**config.mk**
```make
export PLATFORM = sky130hd
export DESIGN_NAME = quad_frontend
export DESIGN_NICKNAME = d
export VERILOG_FILES = /design/src/rtl/quad_frontend.sv
export SDC_FILE = /design/constraint.sdc
export NUM_CORES = 1
export LEC_CHECK = 0
export ABC_CLOCK_PERIOD_IN_PS = 2220
export BUFFER_PORTS_ARGS = -buffer_cell sky130_fd_sc_hd__buf_2
export CAP_MARGIN = 0
export CELL_PAD_IN_SITES_DETAIL_PLACEMENT = 0
export CELL_PAD_IN_SITES_GLOBAL_PLACEMENT = 1
export CORE_MARGIN = 5
export CORE_UTILIZATION = 30
export DETAILED_ROUTE_END_ITERATION = 8
export GPL_TIMING_DRIVEN = 0
export PLACE_DENSITY_LB_ADDON = 0.08
export SETUP_SLACK_MARGIN = 0.02
export SLEW_MARGIN = 20
export SYNTH_ARGS = -nofsm -noshare
export SYNTH_HDL_FRONTEND = slang
export SYNTH_SLANG_ARGS = --single-unit
export TNS_END_PERCENT = 100
```
**constraint.sdc**
```tcl
create_clock -name clk -period 2.22 [get_ports clk]
set_input_delay 0.333 -clock clk [delete_from_list [all_inputs] [get_ports clk]]
set_output_delay 0.333 -clock clk [all_outputs]
set_load 0.05 [all_outputs]
```
**src/rtl/quad_frontend.sv**
```systemverilog
// Quadrature encoder front end: 2-flop sync, per-channel stability filter, INIT/RUN FSM, inc/dec/err strobes.
// Latency: a held pin change updates a_filt/b_filt on edge FILTER_LEN+2; the strobe follows one edge later.
// Backpressure: none; strobes are single-cycle and err_cnt saturates. QUAD_X4_EN selects 4x decoding (default 2x).
module quad_frontend #(
   parameter int FILTER_LEN = 4,
   parameter int ERR_W      = 8
) (
   input  logic             clk,
   input  logic             reset,
   input  logic             A,
   input  logic             B,
   input  logic             err_clr,
   output logic             inc,
   output logic             dec,
   output logic             a_filt,
   output logic             b_filt,
   output logic             err,
   output logic [ERR_W-1:0] err_cnt,
   output logic             ready
);

   typedef enum logic {INIT, RUN} state_t;

   localparam logic [7:0]       CNT_LAST = 8'(FILTER_LEN - 1);
   localparam logic [ERR_W-1:0] ERR_MAX  = '1;
   localparam logic [ERR_W-1:0] ERR_ONE  = ERR_W'(1);

   // Index 0 is channel A, index 1 is channel B.
   logic [1:0] sync1;      // first synchronizer stage
   logic [1:0] ab_s;       // synchronized levels {b_s, a_s}
   logic [1:0] ab_sd;      // synchronized levels one cycle earlier
   logic [1:0] filt;       // filtered levels
   logic [1:0] filt_prev;  // filtered levels one cycle earlier
   logic [1:0] ld;         // channel has received its first filtered value
   logic [1:0] warm;       // ab_s holds sampled pin data once warm[1] is set
   logic [7:0] cnt [2];    // per-channel stability counters
   state_t     state;

   logic chg_a;
   logic chg_b;
   logic illegal;

   assign a_filt  = filt[0];
   assign b_filt  = filt[1];
   assign chg_a   = filt[0] ^ filt_prev[0];
   assign chg_b   = filt[1] ^ filt_prev[1];
   assign illegal = (state == RUN) && chg_a && chg_b;

   // Synchronize both pins and qualify each level by FILTER_LEN consecutive stable samples.
   always_ff @(posedge clk or posedge reset) begin
      if (reset) begin
         sync1 <= '0;
         ab_s  <= '0;
         ab_sd <= '0;
         filt  <= '0;
         ld    <= '0;
         warm  <= '0;
         for (int i = 0; i < 2; i++) cnt[i] <= '0;
      end else begin
         sync1 <= {B, A};
         ab_s  <= sync1;
         ab_sd <= ab_s;
         warm  <= {warm[0], 1'b1};
         for (int i = 0; i < 2; i++) begin
            if (!ld[i]) begin
               // First load: time how long ab_s has held its current level, ignoring
               // the reset-value samples that precede real pin data.
               if (warm[1]) begin
                  if (ab_s[i] != ab_sd[i]) begin
                     cnt[i] <= 8'd1;
                  end else if (cnt[i] == CNT_LAST) begin
                     filt[i] <= ab_s[i];
                     ld[i]   <= 1'b1;
                     cnt[i]  <= '0;
                  end else begin
                     cnt[i] <= cnt[i] + 8'd1;
                  end
               end
            end else if (ab_s[i] == filt[i]) begin
               cnt[i] <= '0;
            end else if (cnt[i] == CNT_LAST) begin
               filt[i] <= ab_s[i];
               cnt[i]  <= '0;
            end else begin
               cnt[i] <= cnt[i] + 8'd1;
            end
         end
      end
   end

   // INIT/RUN state machine with registered direction/error strobes and saturating error count.
   always_ff @(posedge clk or posedge reset) begin
      if (reset) begin
         state     <= INIT;
         ready     <= 1'b0;
         inc       <= 1'b0;
         dec       <= 1'b0;
         err       <= 1'b0;
         err_cnt   <= '0;
         filt_prev <= '0;
      end else begin
         filt_prev <= filt;
         inc       <= 1'b0;
         dec       <= 1'b0;
         err       <= 1'b0;
         case (state)
            INIT: begin
               if (&ld) begin
                  state <= RUN;
                  ready <= 1'b1;
               end
            end
            RUN: begin
               if (chg_a && chg_b) begin
                  err <= 1'b1;
               end else if (chg_a) begin
                  inc <= (filt[0] == filt[1]);
                  dec <= (filt[0] != filt[1]);
               end else if (chg_b) begin
`ifdef QUAD_X4_EN
                  inc <= (filt[0] != filt[1]);
                  dec <= (filt[0] == filt[1]);
`else
                  // 2x decoding counts on channel A edges only.
                  inc <= 1'b0;
                  dec <= 1'b0;
`endif
               end
            end
            default: begin
               state <= INIT;
               ready <= 1'b0;
            end
         endcase
         // A clear that coincides with an illegal transition keeps that one event.
         if (err_clr) begin
            err_cnt <= illegal ? ERR_ONE : '0;
         end else if (illegal && (err_cnt != ERR_MAX)) begin
            err_cnt <= err_cnt + ERR_ONE;
         end
      end
   end

endmodule

```
Word-level counts from Yosys, hierarchy flattened
Index checks and enable logic that the tools add are counted.
- add/subtract/negate cells: 3
- eq/ne operators: 13
- multiplexer cells: 41
- bitwise operators: 3
- reduce and logical (&&, ||, !) cells: 11
- operators with widths (operator ; count):
    $mux W8 ; 12
    $mux W1 ; 29
    $add A8 B1 Y8 const B ; 3
    $eq A8 B2 Y1 const B ; 2
    $reduce_and A3 Y1 ; 3
    $ne A2 B2 Y1 const B ; 4
    $ne A8 B8 Y1 const B ; 1
    $reduce_bool A2 Y1 ; 3
    $logic_and A1 B1 Y1 ; 4
    $eq A1 B1 Y1 ; 3
    $ne A1 B1 Y1 ; 3
    $reduce_and A2 Y1 ; 1
    $xor A1 B1 Y1 ; 2
    $not A1 Y1 ; 1
- register bits: 43
- output and inout port bits: 14
- logic and storage cells: 87

Depth between registers and ports, before layout
Gate-level depths: netlist (run 1).
- depth after elaboration: 6
- depth in mapped cells: 6
- gate-level depth less buffers: 5

Worst setup path before layout (run 1)
No wires, ideal clock.
- path type: register -> register
- from: register filt[0]
- to: register err_cnt[5]
- setup time: 0.125 ns
- data arrival time: 1.817 ns
- path slack: 0.279 ns
- stages on the path, launching flop included: 6
- path through: dfrtp_1 > buf_4 > xor2_1 > nand3_1 > nor4_1 > mux2_2
- longest elaborated chain between the ends: 5
- ends and longest elaborated chain (item ; RTL line ; text):
    from (decl) ; 32 ; logic [1:0] filt;
    from (signal, indexed assignment) ; 72 ; filt[i] <= ab_s[i];
    from (signal, indexed assignment) ; 82 ; filt[i] <= ab_s[i];
    $xor A1 B1 Y1 ; 45 ; assign chg_a = filt[0] ^ filt_prev[0];
    $logic_and A1 B1 Y1 (2 in a row) ; 47 ; assign illegal = (state == RUN) && chg_a && chg_b;
    $logic_and A1 B1 Y1 ; 138 ; end else if (illegal && (err_cnt != ERR_MAX)) begin
    $reduce_bool A2 Y1 (no source line) ; n/a ;
    to (signal assigned) ; 137 ; err_cnt <= illegal ? ERR_ONE : '0;
    to (signal assigned) ; 139 ; err_cnt <= err_cnt + ERR_ONE;
    to (decl) ; 18 ; output logic [ERR_W-1:0] err_cnt,
Every way passes these cells.
A chain may end at the register's enable or synchronous reset.

Final worst setup path (run 1)
- from: register cnt[8] (netlist name)
- to: register cnt[12] (netlist name)
- longest elaborated chain between the ends: 5
- elaborated cells on any way between the ends: 7
- those cells by class: add/sub (1); eq/ne (1); mux (5)
- ends and longest elaborated chain (item ; RTL line ; text):
    from (decl) ; 36 ; logic [7:0] cnt [2];
    from (signal, indexed assignment) ; 76 ; cnt[i] <= cnt[i] + 8'd1;
    from (signal, indexed assignment) ; 85 ; cnt[i] <= cnt[i] + 8'd1;
    $add A8 B1 Y8 / $eq A8 B2 Y1 (equally long branches) ; n/a ;
    $mux W8 (*) ; 71, 81 ;
    $mux W8 ; 69 ; if (ab_s[i] != ab_sd[i]) begin
    $mux W8 ; 68 ; if (warm[1]) begin
    $mux W8 (*) ; 65 ; if (!ld[i]) begin
Mark *: on every way between the ends. The rest lies on a longest branch, timed or not. The select of a mux whose other input is x is not followed.

==> results of run 1 <==
==> area by class of cell <==
class	instances	area, sq um
inverters	7	26.3
plain buffers	9	42.5
clock inverters	1	30.0
well taps	96	120
multi-input cells	141	961
repair buffers	19	110
fillers	728	4390
clock buffers	6	72.6
flip-flops and latches	43	1080
==> sequential cells by signal, summed over array words and instances (netlist names) <==
signal and cells:
filt_prev 2, cnt 16, err 1, sync1 2
ab_s 2, ab_sd 2, err_cnt 8, ready 1
ld 2, filt 2, state 1, warm 2
dec 1, inc 1
==> worst max-delay path: cells and delay by family, from the launching register on <==
kind / cells / cell delay [ns]
flops: 1 / 0.40
simple gates: 3 / 0.91
compound gates: 1 / 0.31
fa+ha+maj: 1 / 0.23
==> layer usage <==
| layer | wire, um | global-route usage [%] | up-vias | part of all wire (%) |
|---|---|---|---|---|
| met2 | 1850 | 16.0 | 22 | 44 |
| met5 | 0 | 0 | - | 0 |
| li1 | - | - | 764 | - |
| met1 | 2120 | 14.9 | 727 | 51 |
| met3 | 175 | 2.96 | 4 | 4.2 |
| met4 | 48 | 3.73 | 0 | 1.1 |
==> Yosys cell counts, types with 2 or more instances <==
master	count	area [sq um]
nor3b_1	2	15.0
or4_1	2	15.0
nor4_4	2	42.5
a211oi_1	4	30.0
nor4_1	2	12.5
a31o_2	2	17.5
a221oi_1	2	17.5
nand3_1	5	25.0
buf_4	2	15.0
ha_1	3	37.5
and3_1	3	18.8
o2111ai_1	2	17.5
inv_1	7	26.3
dfrtp_1	43	1080
nand2_1	12	45.0
o31ai_1	2	15.0
nor2b_1	6	37.5
nand4_1	7	43.8
mux2i_1	2	20.0
nor2_1	25	93.8
o22a_1	2	17.5
a21oi_1	6	30.0
a21boi_0	2	15.0
a31oi_1	4	25.0
or2_2	2	12.5
xor2_1	10	87.6
clkbuf_1	5	18.8
nand2b_1	4	25.0
xnor2_1	8	70.1
==> how the worst min path moves through the flow <==
stage             start      end  cells after the start
3_3_place_gp    warm[0]  warm[1]                      0
6_report          reset   cnt[8]                      2
2_1_floorplan  sync1[0]  ab_s[0]                      0
5_1_grt           reset   cnt[4]                      2
3_5_place_dp    warm[0]  warm[1]                      0
4_1_cts           reset   cnt[8]                      2
==> per-stage QoR <==
stage	hold WS [ns]	area (sq um)	util, %	worst slack (ns)	power, mW
floorplan	0.331	2110	-	0.279	1.61
CTS	0.0400	2440	35.7	0.207	2.39
global placement	0.333	2320	33.9	0.238	1.78
detailed placement	0.337	2340	34.2	0.233	1.79
global route	0.0622	2440	35.7	0.0704	2.51
finish	0.0267	2440	35.7	0.217	2.35
==> report_power, final <==
part | leakage (nW) | switching, mW | internal [mW]
Sequential | 0.549 | 0.112 | 0.904
Combinational | 0.459 | 0.469 | 0.281
Clock | 0.0513 | 0.256 | 0.330
==> cells by family after synthesis <==
| group | synth area share [%] |
|---|---|
| XOR/XNOR | 7.49 |
| AND/OR/NAND/NOR | 21.7 |
| multiplexers | 1.49 |
| AO/OA/AOI/OAI | 13.0 |
| other | 0.178 |
| buffers and inverters | 3.27 |
| adder cells (fa/ha/maj) | 1.78 |
| flip-flops | 51.1 |
==> results.cfg, run 1 <==
[sta]
tns_ns = 0
slew_violations = 0
fin_crit_sh_pct = 90.2
fin_worst_skew_ns = 0.00892
finalSetupViolations = 0
period_minus_slack_ns = 2.00
rsz0062_at_grt = false
hold_violations = 0
clock.fmax_mhz = 499

[layout]
drive_gt1_share_pct = 18.1
area_growth_pct = 15.8
final_common_cell = dfrtp_1
final_cell_mix = dfrtp_1 (43), nor2_1 (25), buf_2 (19)
fin_cells = 322
n_antenna_cell = 0
fin_nets = 234

[critical_path]
slowest_stage = or4b_4
crit_path_start_kind = flip-flop
critical_path_class = reg -> reg
critPathMaxFanout = 6
crit_path_end = cnt[12]
crit_arrival_ns = 2.16
critPathRequiredTime_ns = 2.37
crit_start = cnt[8]
rr_startpoint = cnt[8]
critical_path.endpoint_type = flip-flop
slowest_delay_ns = 0.49
worst_r2r_endpoint = cnt[12]
reg2reg_slack_ns = 0.22
reg2reg_depth = 5
worstPathCellList = ha_1 -> or4b_4 -> nor4_4 -> o2bb2ai_1 -> nor2_1

[synth]
syn_nets = 208
ys_types = 51
avgSynthCellArea_sq_um = 10.5
synth-seq-area-share_pct = 51.1
synth_warnings = 0
ys.flop_type = dfrtp_1
async_flop_share_pct = 100
postSynthCellCount = 200
synth_edf_count = 0
synth_area_sq_um = 2110
synth-seq-cells = 43

[global_routing]
grt_util_all_layers_pct = 10.7
antenna_found_initial = 0
grt_max_degree = 27
grt_pass1_wl_um = 7550
first_global_vias = 1524
grt-ovfl-total = 0

[die]
rows = 30
chipWidth_um = 93.8
dieArea_sq_um = 8790
fp.dieH_um = 93.8
start_util_pct = 30.8
io_pins = 19
core_sq_um = 6830

[placed_design]
dpl.cell_count = 315
gp_congestion = 0.761
hpwl_um = 3000
numPortBuffers = 18

[detailed_routing]
drcViolationCount = 0
vias = 1517
viasPerCell = 4.71
wirelength_um = 4190
first_pass_iters = 4
wl_per_cell_um = 13.0
antenna_left = 0
dr.first_iter.drc_count = 88

[clock_tree]
hold_buffers = 0
ctsRootBufferMaster = clkbuf_8
htree_levels = 2
post_cts_resized = 0
cts.path.max_buffers = 2
cts_buffers = 5
cts_tree = built
clkSlewWorstSetupHoldPaths_ns = 0.08
clock-sinks = 43
cts_setup_buffers = 0
insertion_delay_ns = 0.29

[power_and_ir_drop]
cellLeakagePower_nw = 1.06
power_density_nw_per_um2 = 965
ir_drop_mv = 0.499

[status]
status = complete, no violations

[run]
drv_cap = 0

[min_path]
hold_class = in -> async
Note: power is estimated with default switching activity, not from simulation.
==> run 2, diff against run 1 <==
--- a/config.mk
+++ b/config.mk
@@ -5,9 +5,9 @@
 export SDC_FILE = /design/constraint.sdc
 export NUM_CORES = 1
 export LEC_CHECK = 0
-export ABC_CLOCK_PERIOD_IN_PS = 2220
+export ABC_CLOCK_PERIOD_IN_PS = 1700
 export BUFFER_PORTS_ARGS = -buffer_cell sky130_fd_sc_hd__buf_2
-export CAP_MARGIN = 0
+export CAP_MARGIN = 5
 export CELL_PAD_IN_SITES_DETAIL_PLACEMENT = 0
 export CELL_PAD_IN_SITES_GLOBAL_PLACEMENT = 1
 export CORE_MARGIN = 5
==> constraint.sdc (replaced) <==
create_clock -name clk -period 1.7 [get_ports clk]
set_input_delay 0.255 -clock clk [delete_from_list [all_inputs] [get_ports clk]]
set_output_delay 0.255 -clock clk [all_outputs]
set_load 0.05 [all_outputs]
==> results.cfg, run 2 (synthesis gave the netlist of run 1 again) <==
[layout]
drive_gt1_share_pct = 39.6
reg_top3 = cnt x16, err_cnt x8
fin_cells = 341
final_cell_mix = dfrtp_1 (36), nor2_1 (19), buf_2 (19)
largest_register = cnt
n_antenna_cell = 0
fin_nets = 252
final_common_cell = dfrtp_1
finalCoreUtilization_pct = 41.5
area_growth_pct = 34.8
largest_reg_flops = 16

[detailed_routing]
first_pass_iters = 4
wl_per_cell_um = 14.7
vias = 1647
dr.first_iter.drc_count = 47
antenna_left = 0
viasPerCell = 4.83
wirelength_um = 5020
drcViolationCount = 0

[sta]
fin_ws_ns = -0.0721
period_minus_slack_ns = 1.77
hold_violations = 0
finalSetupViolations = 10
clock.fmax_mhz = 564
maxSlewHeadroom_pct = 64.0
slew_violations = 0
fin_worst_skew_ns = 0.00544
fin_crit_sh_pct = 104
worst_slew_pin_slew_ns = 0.541
tns_ns = -0.471
rsz0062_at_grt = true

[global_routing]
grt_pass1_wl_um = 8340
first_global_vias = 1653
antenna_found_initial = 0
grt_util_all_layers_pct = 12.1
grt-ovfl-total = 0
grt_max_degree = 26

[die]
chipWidth_um = 93.8
fp.dieH_um = 93.8
core_sq_um = 6830
start_util_pct = 30.8
dieArea_sq_um = 8790
io_pins = 19
rows = 30

[critical_path]
crit_arrival_ns = 1.99
critical_path_class = reg -> reg
critPathMaxFanout = 4
reg2reg_depth = 6
crit_path_start_kind = flip-flop
slowest_stage = or4b_4
reg2reg_slack_ns = -0.07
worstPathCellList = ha_2 -> or4b_4 -> nor4_4 -> buf_4 -> nand4_1 -> o211ai_1
critPathRequiredTime_ns = 1.91
slowest_delay_ns = 0.47
worst_r2r_endpoint = filt[1]
rr_startpoint = cnt[0]
critical_path.endpoint_type = flip-flop

[clock_tree]
insertion_delay_ns = 0.30
clkSlewWorstSetupHoldPaths_ns = 0.08
clock-sinks = 43
cts_buffers = 5
cts_tree = built
cts.path.max_buffers = 2
ctsRootBufferMaster = clkbuf_8
htree_levels = 2

[power_and_ir_drop]
power_density_nw_per_um2 = 1280
fin_total_pwr_mw = 3.64
ir_drop_mv = 0.479
cellLeakagePower_nw = 1.17

[min_path]
hp-start = A
hold_class = in -> reg
whs_path_depth = 1
holdPathEnd = sync1[0]

[placed_design]
numPortBuffers = 18
gp_congestion = 0.773
hpwl_um = 3080
pre_cts_ws_ns = -0.286
dpl.cell_count = 315

[status]
failed_checks = negative setup slack
status = complete, but fails checks

[run]
drv_cap = 0
## run 2: worst max path at each step
stage	from	depth (start not counted)	to	slack [ns]
4_1_cts	cnt[9]	6	filt[0]	-0.14
2_1_floorplan	cnt[8]	5	cnt[10]	-0.02
6_report	cnt[0]	6	filt[1]	-0.07
3_3_place_gp	reset	2	filt[0]	-0.32
3_5_place_dp	cnt[8]	5	cnt[13]	-0.29
5_1_grt	cnt[1]	6	filt[1]	-0.16
## run 2: worst max-delay path: cells and delay by family (launching register included)
family	cells	cell delay (ns)
buf+inv	1	0.19
fa+ha+maj	1	0.19
flops	1	0.37
simple gates	3	0.84
compound gates	1	0.10
## run 2: per-layer routing
metal / up-vias / wire length, um / GRT usage (%)
met5: - / 0 / 0
met4: 0 / 58 / 3.97
met3: 6 / 163 / 3.85
met2: 21 / 2430 / 18.0
met1: 817 / 2370 / 16.7
li1: 803 / - / -
## run 2: layout make-up
type	instances	area, sq um
sequential	43	1080
timing repair buffer	36	255
inverter	7	28.8
clock inverter	2	35.0
multi-input combinational	142	1180
buffer	9	52.6
clock buffer	6	82.6
fill	672	3990
tap	96	120
## run 2: repair_timing
| action | in CTS | in global routing |
|---|---|---|
| gates resized for setup | 10 | 31 |
| pin swaps | 9 | 20 |
| endpoints found under the hold margin | 18 | 0 |
| gates cloned | 1 | 0 |
| hold buffers | 1 | 0 |
| endpoints found under the setup margin | 24 | 25 |
| buffers inserted | 11 | 5 |
## run 2: where the power goes
group / switching [mW] / total [mW] / internal, mW
logic: 0.824 / 1.47 / 0.642
registers: 0.156 / 1.34 / 1.18
clock network: 0.361 / 0.837 / 0.476
## run 2: through the flow
step | area [sq um] | hold WS (ns)
3_5_place_dp | 2380 | 0.280
3_3_place_gp | 2360 | 0.333
6_report | 2840 | 0.0581
5_1_grt | 2840 | 0.0401
4_1_cts | 2670 | 0.0428
2_1_floorplan | 2150 | 0.286
